<file path="src/rtl/sky_execute_stage_hs.sv">
// Execute stage with valid/ready handshakes on both sides, branch/jump resolution,
// multi-cycle ALU operations through a start/done handshake, flush and overflow reporting.
module sky_execute_stage_hs #(
    parameter int XLEN = 32,
    parameter int RA_W = 4,
    parameter int OP_W = 4
) (
    input  logic            clk,
    input  logic            reset,
    input  logic            flush,
    input  logic            in_valid,
    output logic            in_ready,
    input  logic [XLEN-1:0] pc_in,
    input  logic [XLEN-1:0] operand_a,
    input  logic [XLEN-1:0] operand_b,
    input  logic [XLEN-1:0] imm,
    input  logic [RA_W-1:0] rd_addr,
    input  logic [OP_W-1:0] alu_op,
    input  logic [2:0]      branch_op,
    input  logic            multicycle,
    input  logic            mem_read,
    input  logic            mem_write,
    input  logic            reg_write,
    input  logic [XLEN-1:0] store_data,
    output logic [XLEN-1:0] alu_operand_a,
    output logic [XLEN-1:0] alu_operand_b,
    output logic [OP_W-1:0] alu_operation,
    output logic            alu_start,
    input  logic [XLEN-1:0] alu_result,
    input  logic            alu_done,
    input  logic            alu_zero_flag,
    input  logic            alu_overflow_flag,
    output logic            branch_taken,
    output logic [XLEN-1:0] branch_target,
    output logic            out_valid,
    input  logic            out_ready,
    output logic [XLEN-1:0] result,
    output logic [XLEN-1:0] mem_addr,
    output logic [XLEN-1:0] mem_write_data,
    output logic [RA_W-1:0] wb_rd_addr,
    output logic            wb_mem_read,
    output logic            wb_mem_write,
    output logic            wb_reg_write,
    output logic            wb_overflow
);

    typedef enum logic {IDLE, BUSY} state_t;

    state_t          state_reg;
    logic [XLEN-1:0] lat_a_reg, lat_b_reg, lat_sd_reg;
    logic [OP_W-1:0] lat_op_reg;
    logic [RA_W-1:0] lat_rd_reg;
    logic            lat_mr_reg, lat_mw_reg, lat_rw_reg;

    logic            out_valid_reg, branch_taken_reg, wb_mr_reg, wb_mw_reg, wb_rw_reg, wb_ovf_reg;
    logic [XLEN-1:0] branch_target_reg, result_reg, mem_addr_reg, mem_wdata_reg;
    logic [RA_W-1:0] wb_rd_reg;

    logic            slot_free, accept, single_op, is_jump, taken_next, load_en;
    logic [XLEN-1:0] target_next, result_next, wdata_next;
    logic [RA_W-1:0] rd_next;
    logic            mr_next, mw_next, rw_next;

    assign slot_free = !out_valid_reg || out_ready;
    assign in_ready  = (state_reg == IDLE) && slot_free && !flush;
    assign accept    = in_valid && in_ready;
    assign is_jump   = (branch_op == 3'd3) || (branch_op == 3'd4);
    // Any non-zero branch code forces the single-cycle path, even if multicycle is set.
    assign single_op = !multicycle || (branch_op != 3'd0);
    assign alu_start = accept && !single_op;

    assign alu_operand_a = (state_reg == BUSY) ? lat_a_reg  : operand_a;
    assign alu_operand_b = (state_reg == BUSY) ? lat_b_reg  : operand_b;
    assign alu_operation = (state_reg == BUSY) ? lat_op_reg : alu_op;

    always_comb begin
        taken_next = 1'b0;
        case (branch_op)
            3'd1:       taken_next = alu_zero_flag;
            3'd2:       taken_next = !alu_zero_flag;
            3'd3, 3'd4: taken_next = 1'b1;
            default:    taken_next = 1'b0;
        endcase
        target_next = (branch_op == 3'd4) ? {alu_result[XLEN-1:1], 1'b0} : pc_in + imm;
    end

    // Output payload comes from the live inputs in IDLE and from the latched op in BUSY.
    always_comb begin
        load_en     = 1'b0;
        result_next = alu_result;
        wdata_next  = store_data;
        rd_next     = rd_addr;
        mr_next     = mem_read;
        mw_next     = mem_write;
        rw_next     = reg_write;
        if (state_reg == BUSY) begin
            load_en    = alu_done && slot_free && !flush;
            wdata_next = lat_sd_reg;
            rd_next    = lat_rd_reg;
            mr_next    = lat_mr_reg;
            mw_next    = lat_mw_reg;
            rw_next    = lat_rw_reg;
        end else begin
            load_en = accept && single_op;
            if (is_jump) begin
                result_next = pc_in + XLEN'(4);
            end
        end
    end

    always_ff @(posedge clk) begin
        if (reset) begin
            state_reg         <= IDLE;
            lat_a_reg         <= '0;
            lat_b_reg         <= '0;
            lat_sd_reg        <= '0;
            lat_op_reg        <= '0;
            lat_rd_reg        <= '0;
            lat_mr_reg        <= 1'b0;
            lat_mw_reg        <= 1'b0;
            lat_rw_reg        <= 1'b0;
            out_valid_reg     <= 1'b0;
            branch_taken_reg  <= 1'b0;
            branch_target_reg <= '0;
            result_reg        <= '0;
            mem_addr_reg      <= '0;
            mem_wdata_reg     <= '0;
            wb_rd_reg         <= '0;
            wb_mr_reg         <= 1'b0;
            wb_mw_reg         <= 1'b0;
            wb_rw_reg         <= 1'b0;
            wb_ovf_reg        <= 1'b0;
        end else if (flush) begin
            state_reg        <= IDLE;
            out_valid_reg    <= 1'b0;
            branch_taken_reg <= 1'b0;
        end else begin
            branch_taken_reg <= accept && taken_next;
            if (accept && taken_next) begin
                branch_target_reg <= target_next;
            end
            if (alu_start) begin
                state_reg  <= BUSY;
                lat_a_reg  <= operand_a;
                lat_b_reg  <= operand_b;
                lat_sd_reg <= store_data;
                lat_op_reg <= alu_op;
                lat_rd_reg <= rd_addr;
                lat_mr_reg <= mem_read;
                lat_mw_reg <= mem_write;
                lat_rw_reg <= reg_write;
            end else if (load_en) begin
                state_reg <= IDLE;
            end
            if (load_en) begin
                out_valid_reg <= 1'b1;
                result_reg    <= result_next;
                mem_addr_reg  <= alu_result;
                mem_wdata_reg <= wdata_next;
                wb_rd_reg     <= rd_next;
                wb_mr_reg     <= mr_next;
                wb_mw_reg     <= mw_next;
                wb_rw_reg     <= rw_next;
                wb_ovf_reg    <= alu_overflow_flag;
            end else if (out_ready) begin
                out_valid_reg <= 1'b0;
            end
        end
    end

    assign out_valid      = out_valid_reg;
    assign branch_taken   = branch_taken_reg;
    assign branch_target  = branch_target_reg;
    assign result         = result_reg;
    assign mem_addr       = mem_addr_reg;
    assign mem_write_data = mem_wdata_reg;
    assign wb_rd_addr     = wb_rd_reg;
    assign wb_mem_read    = wb_mr_reg;
    assign wb_mem_write   = wb_mw_reg;
    assign wb_reg_write   = wb_rw_reg;
    assign wb_overflow    = wb_ovf_reg;

endmodule

</file>
<file path="config.mk">
export PLATFORM = sky130hd
export DESIGN_NAME = sky_execute_stage_hs
export DESIGN_NICKNAME = d
export VERILOG_FILES = /design/src/rtl/sky_execute_stage_hs.sv
export SDC_FILE = /design/constraint.sdc
export NUM_CORES = 1
export LEC_CHECK = 0
export CORE_MARGIN = 8
export CORE_UTILIZATION = 45
export CTS_CLUSTER_SIZE = 8
export DETAILED_ROUTE_END_ITERATION = 16
export DONT_BUFFER_PORTS = 1
export PLACE_DENSITY_LB_ADDON = 0.12
export SYNTH_ARGS = -nofsm -noshare
export SYNTH_HDL_FRONTEND = slang
export SYNTH_SLANG_ARGS = --single-unit
export TNS_END_PERCENT = 100
</file>
<file path="constraint.sdc">
create_clock -name clk -period 2.9 [get_ports clk]
set_input_delay 0.435 -clock clk [delete_from_list [all_inputs] [get_ports clk]]
set_output_delay 0.435 -clock clk [all_outputs]
set_load 0.005 [all_outputs]
</file>
== After elaboration in Yosys (flattened, before gate mapping) ==
Index checks and enable logic that the tools add are counted.
Word-level totals
  logic and storage cells: 69
  latch bits: 0
  input port bits: 215
  output and inout port bits: 208
  bits in writable memories: 0
  flip-flop bits (word level): 246
  memory bits (read-only): 0
  memories kept: 0
Operators by class
  $mul: 0
  add/subtract/negate cells: 2
  reductions and logical operators: 24
  bitwise operators: 2
  shifts and indexed selects: 0
  magnitude comparators: 0
  mux-type cells: 17
  equality and inequality tests: 4
  div/mod/pow operators: 0
Operators with widths (number)
  $mux 32: 6
  $add 32x3->32 const B: 1
  $add 32x32->32: 1
  $logic_and 1x1->1: 8
  $mux 1: 8
  $mux 4: 2
  $eq 3x2->1 const B: 2
  $reduce_and 2->1: 3
  $logic_not 1->1: 5
  $reduce_bool 2->1: 2
  $reduce_or 2->1: 2
  $eq 3x1->1 const B: 1
  $eq 3x3->1 const B: 1
  $logic_or 1x1->1: 3
  $pmux 1 s3: 1
  $reduce_bool 3->1: 1
  $not 1->1: 2

== Longest topological paths before layout ==
  depth after elaboration: 9
  gate-level depth with buffers: 9
  mapped depth without buffers: 9

== Worst setup path before layout ==
Ideal clock, no wire load.
  path kind: input to register
  from: in pc_in[0]
  to: reg branch_target_reg[20], in the netlist branch_target[20]
  slack: 354 ps
  required time: 2761 ps
  path buffers: 0
  setup time: 139 ps
  arrival: 2406 ps
  cell stages on the path: 9
  path through: ha_1 > fa_1 > a211oi_1 > o21ai_0 > a221o_1 > a21bo_2 > a2111oi_0 > nand2b_1 > a2111oi_0
On the way
  cells in the longest elaborated chain, start to end: 2
Ends and longest elaborated chain
  from (decl): line 13  | input logic [XLEN-1:0] pc_in,
  $add 32x32->32: line 84  | target_next = (branch_op == 3'd4) ? {alu_result[XLEN-1:1], 1'b0} : pc_in + imm;
  $mux 32: line 84
  to (signal assigned): line 140  | branch_target_reg <= target_next;
  to (decl): line 56  | logic [XLEN-1:0] branch_target_reg, result_reg, mem_addr_reg, mem_wdata_reg;
No other way between the ends.
A chain may end at the register's enable or synchronous reset.

== Final worst setup path ==
  from: reg state_reg
  to: out alu_operation[3]
On the way
  cells in the longest elaborated chain, start to end: 1
Ends and longest elaborated chain
  from (decl): line 49  | state_t state_reg;
  from (signal assigned): line 113  | state_reg <= IDLE;
  from (signal assigned): line 134  | state_reg <= IDLE;
  from (signal assigned): line 143  | state_reg <= BUSY;
  $mux 4: line 74  | assign alu_operation = (state_reg == BUSY) ? lat_op_reg : alu_op;
  to (decl): line 27  | output logic [OP_W-1:0] alu_operation,
No other way between the ends.

==> impl.org <==
** Power
- The analysis attributes to cell leakage a power of 4.88 nW.
- Power comes to between 8 and 9 mW.
- In this run the power density over the cells is approximately 600 mW/mm2.
- IR analysis of the VDD net gives a maximum drop of approximately 0.0004 V.

** Route
- For this run, the detailed router's first-pass iteration total came to 5.
- Detail-routed via count per cell :: between 5 and 6
- First-iteration detailed-routing DRC count :: 769
- The detail route stage leaves a number of antenna-violating nets equal to 0.
- After detailed routing, the total wire length is roughly 43000 um.
- Wire length per cell after detailed routing :: between 20 and 25 um
- In the routed design, unresolved DRC markers number 0.
- The routed layout has 11100 vias.

** Synthesis
- Synth area leaders :: sky130_fd_sc_hd__dfxtp_1, sky130_fd_sc_hd__nand2_1, sky130_fd_sc_hd__a21oi_1
- In this run the cell area of the synthesized design comes to 0.0126 mm2.
- Count of state elements after synthesis :: 246
- Synthesis produced a netlist whose cell count is 1584.
- A synthesized cell averages between 7 and 8 um2.
- In the synthesized netlist the async set-or-reset flop fraction comes to 0%.
- After synthesis, the largest area contributor takes up approximately two fifths of total cell area.
- Yosys mapped the design onto 72 distinct sky130hd cell types.
- The synthesized design contains 0 enable-type register cells.
- Sequential elements use 38.9% of the synthesized area.
- During synthesis, Yosys emitted a total of 0 warnings.
- The synthesized design spends more area on one cell type than any other, namely sky130_fd_sc_hd__dfxtp_1.
- When the netlist entered floorplanning its net count stood at ~1800.
- Leading register cell type out of synthesis :: sky130_fd_sc_hd__dfxtp_1

** Placed design
- During placement, the flow inserted port buffers numbering 0.
- Post-placement cell count :: 1881
- Final Wtd Congestion :: a little over 0.9
- Dpl hpwl :: about 32000 um
- The placed instances occupy a cell area of about 0.013 mm2.

** STA
- Of the available clock period, the critical path in the final layout requires between 80 and 90%.
- At the pin with the least slew margin, the transition time is ~1.0 ns.
- The number of hold violations in the final report is 0.
- In this run the tightest slew margin relative to its limit is a little under a third.
- The worst path in the final design needs a cycle of 2.59 ns, including I/O delays and setup.
- Total of endpoints with negative setup slack in the final report :: 0
- RSZ-0062 raised after global routing :: no
- Highest achievable clock rate :: between 300 and 400 MHz
- Final number of max-transition violations :: 0
- Setup total negative slack on the finished layout was measured at 0 ns.
- Clock skew :: 0.0110 ns

** Global routing
- For this run, global-route usage on met2 was measured as between 30% and 40%.
- Antenna violations before repair :: 1
- Overflow left after global routing :: 0
- For met3 alone, demand over resource in global routing was a little under a tenth.
- Number of global-route vias before repair :: between 10000 and 15000
- Global routing consumed, on the met1 layer, 29.2% of the routing resources.
- Wire length of the first global-routing pass :: 63400 um
- Combined global-route utilization of all metal layers :: 23.8%
- Most used routing layer in global routing :: met2
- Pin count of the biggest net entering global routing :: 240

** Clocking
- Clock-pin transition on the worst setup and hold timing paths :: approximately 0.050 ns
- Number of sinks handled by clock tree synthesis :: about 250
- Once the clock tree was built, the resizer swapped 0 gates to a different size.
- Max Root-Sink Buffers :: 3
- The cell sitting at the root of the clock tree is a sky130_fd_sc_hd__clkbuf_16.
- TritonCTS built the clock tree.
- The clock tree synthesis step divided the H-tree into 2 levels.
- Clk Latency, worst-skew pair :: ~0.50 ns
- Number of buffers created by CTS :: 36

** Flow run
- Across the run, the number of max-cap violations was 0.

** Die
- The die is between 150 and 200 um tall.
- The die covers between 0.03 and 0.04 mm2.
- The die is around 180 um wide.
- In this run the count of I/O pins placed on the die edge is 423.
- Number of rows created at floorplan :: 61
- The total area inside the core boundary comes to approximately 0.028 mm2.
- Starting utilization of the core area :: roughly 46%

** Worst setup path
- Ordered list of cells on the worst path :: buf_4 > mux2_2
- Critical-path cell with the highest stage delay :: sky130_fd_sc_hd__buf_4
- Required arrival time at the worst endpoint :: 2.47 ns
- STA classifies the critical path startpoint as a register.
- By startpoint and endpoint, the worst setup path is classified as register to output pin.
- Arrival @ worst endpoint :: 2.16 ns
- Highest cell delay on the worst timing path :: approximately 0.79 ns
- STA classifies the critical path endpoint as an output pin.
- Of all nets on the critical path, the largest fanout is 76.
- Worst reg-to-reg setup slack :: about 0.56 ns

** Status
- Result of the run :: finished clean

** Final layout
- Non-Filler Cell Area, Final :: roughly 0.014 mm2
- At the end of the flow the core is filled with cells to approximately half.
- The layout has 2688 filler cells.
- Final cell count without fillers :: between 1500 and 2000
- The final layout contains ~1800 nets.
- Synthesis-to-finish area growth :: 10.3%
- In the final layout, the share of cells above drive strength 1 is a little over a tenth.

** Hold path
- Hold/Removal Path Class :: input pin to register
[cell families after synthesis]
logic type,count (synthesis),synth area share (%)
AO/OA/AOI/OAI,425,20.5
buffers and inverters,127,4.23
flip-flops,246,38.9
XOR/XNOR,44,3.05
multiplexers,112,9.54
adder cells (fa/ha/maj),33,3.32
AND/OR/NAND/NOR,597,20.4
[synth_stat cells, drive strengths merged, types with 4 or more instances]
library cell,number
nand3,23
o22ai,4
buf,14
and3,13
a21o,15
nor2b,4
a21oi,223
ha,32
and2,6
nor4,9
xor2,16
or3,8
a31oi,7
xnor2,28
o211ai,19
nor2,128
nand4,13
nand2b,5
a311oi,5
o21a,7
o41ai,4
o211a,6
clkbuf,97
o21ai,41
dfxtp,246
a2111oi,5
inv,15
mux2i,44
mux2,68
nand2,351
nor3,23
a211oi,65
[metal layers]
metal  wire length (um)  share of wire [%]  up-vias
met3               5080                 12       56
met2              19700                 46      431
met1              17200                 40     5124
li1                   -                  -     5477
met5                  0                  0        -
met4               1130                2.6        0
[report_power, final]
part | internal, mW | switching [mW] | leakage (nW)
clock network | 2.30 | 1.42 | 0.478
logic | 0.395 | 0.563 | 2.40
registers | 3.51 | 0.125 | 2.00
total | 6.20 | 2.10 | 4.88
[per-stage QoR]
stage | hold WS [ns] | worst slack, ns
global placement | 0.435 | 0.113
CTS | 0.00142 | 0.296
floorplan | 0.433 | 0.354
global route | 0.00212 | 0.213
detailed placement | 0.439 | 0.0773
finish | 0.0200 | 0.306
[final timing paths]
| path | end | start | cells after the start |
|---|---|---|---|
| worst min register to register | lat_b_reg[0]$_SDFFE_PP0P_ | lat_b_reg[0]$_SDFFE_PP0P_ | 2 |
| worst min-delay path | out_valid$_SDFFE_PP0P_ | flush | 1 |
| worst max-delay path | alu_operation[3] | state_reg$_SDFFE_PP0P_ | 2 |
| worst max register to register | branch_target[30]$_SDFFE_PP0P_ | out_valid$_SDFFE_PP0P_ | 7 |
[layout by cell type, fill, tap and decap left out, drive strengths merged, types with 23 or more instances in the layout]
cell / netlist / routed
nor2: 128 / 128
clkbuf: 97 / 40
mux2: 68 / 68
nor3: 23 / 23
ha: 32 / 32
nand2: 351 / 351
nand3: 23 / 23
dfxtp: 246 / 246
a211oi: 65 / 65
mux2i: 44 / 44
buf: 14 / 31
a21oi: 223 / 223
xnor2: 28 / 28
o21ai: 41 / 41
[timing repair]
| item | in CTS | in global routing |
|---|---|---|
| hold buffers | 1 | 0 |
| endpoints found under the hold margin | 1 | 0 |
| setup buffers | 0 | 0 |
[area by class of cell]
class	count	area [um2]	share of cell area [%]
repair buffers	32	305	2.19
clock inverters	1	16.3	0.117
well taps	378	473	3.39
multi-input cells	1211	7210	51.7
diodes	1	2.50	0.0179
flip-flops and latches	246	4930	35.3
clock buffers	40	958	6.87
inverters	15	57.6	0.413
[critical path, delay by kind of cell (launching register included)]
kind / cells / cell delay [ns]
buffers and inverters: 1 / 0.79
flip-flops: 1 / 0.37
multiplexers: 1 / 0.45
No activity file was read; power rests on OpenSTA's default activity.
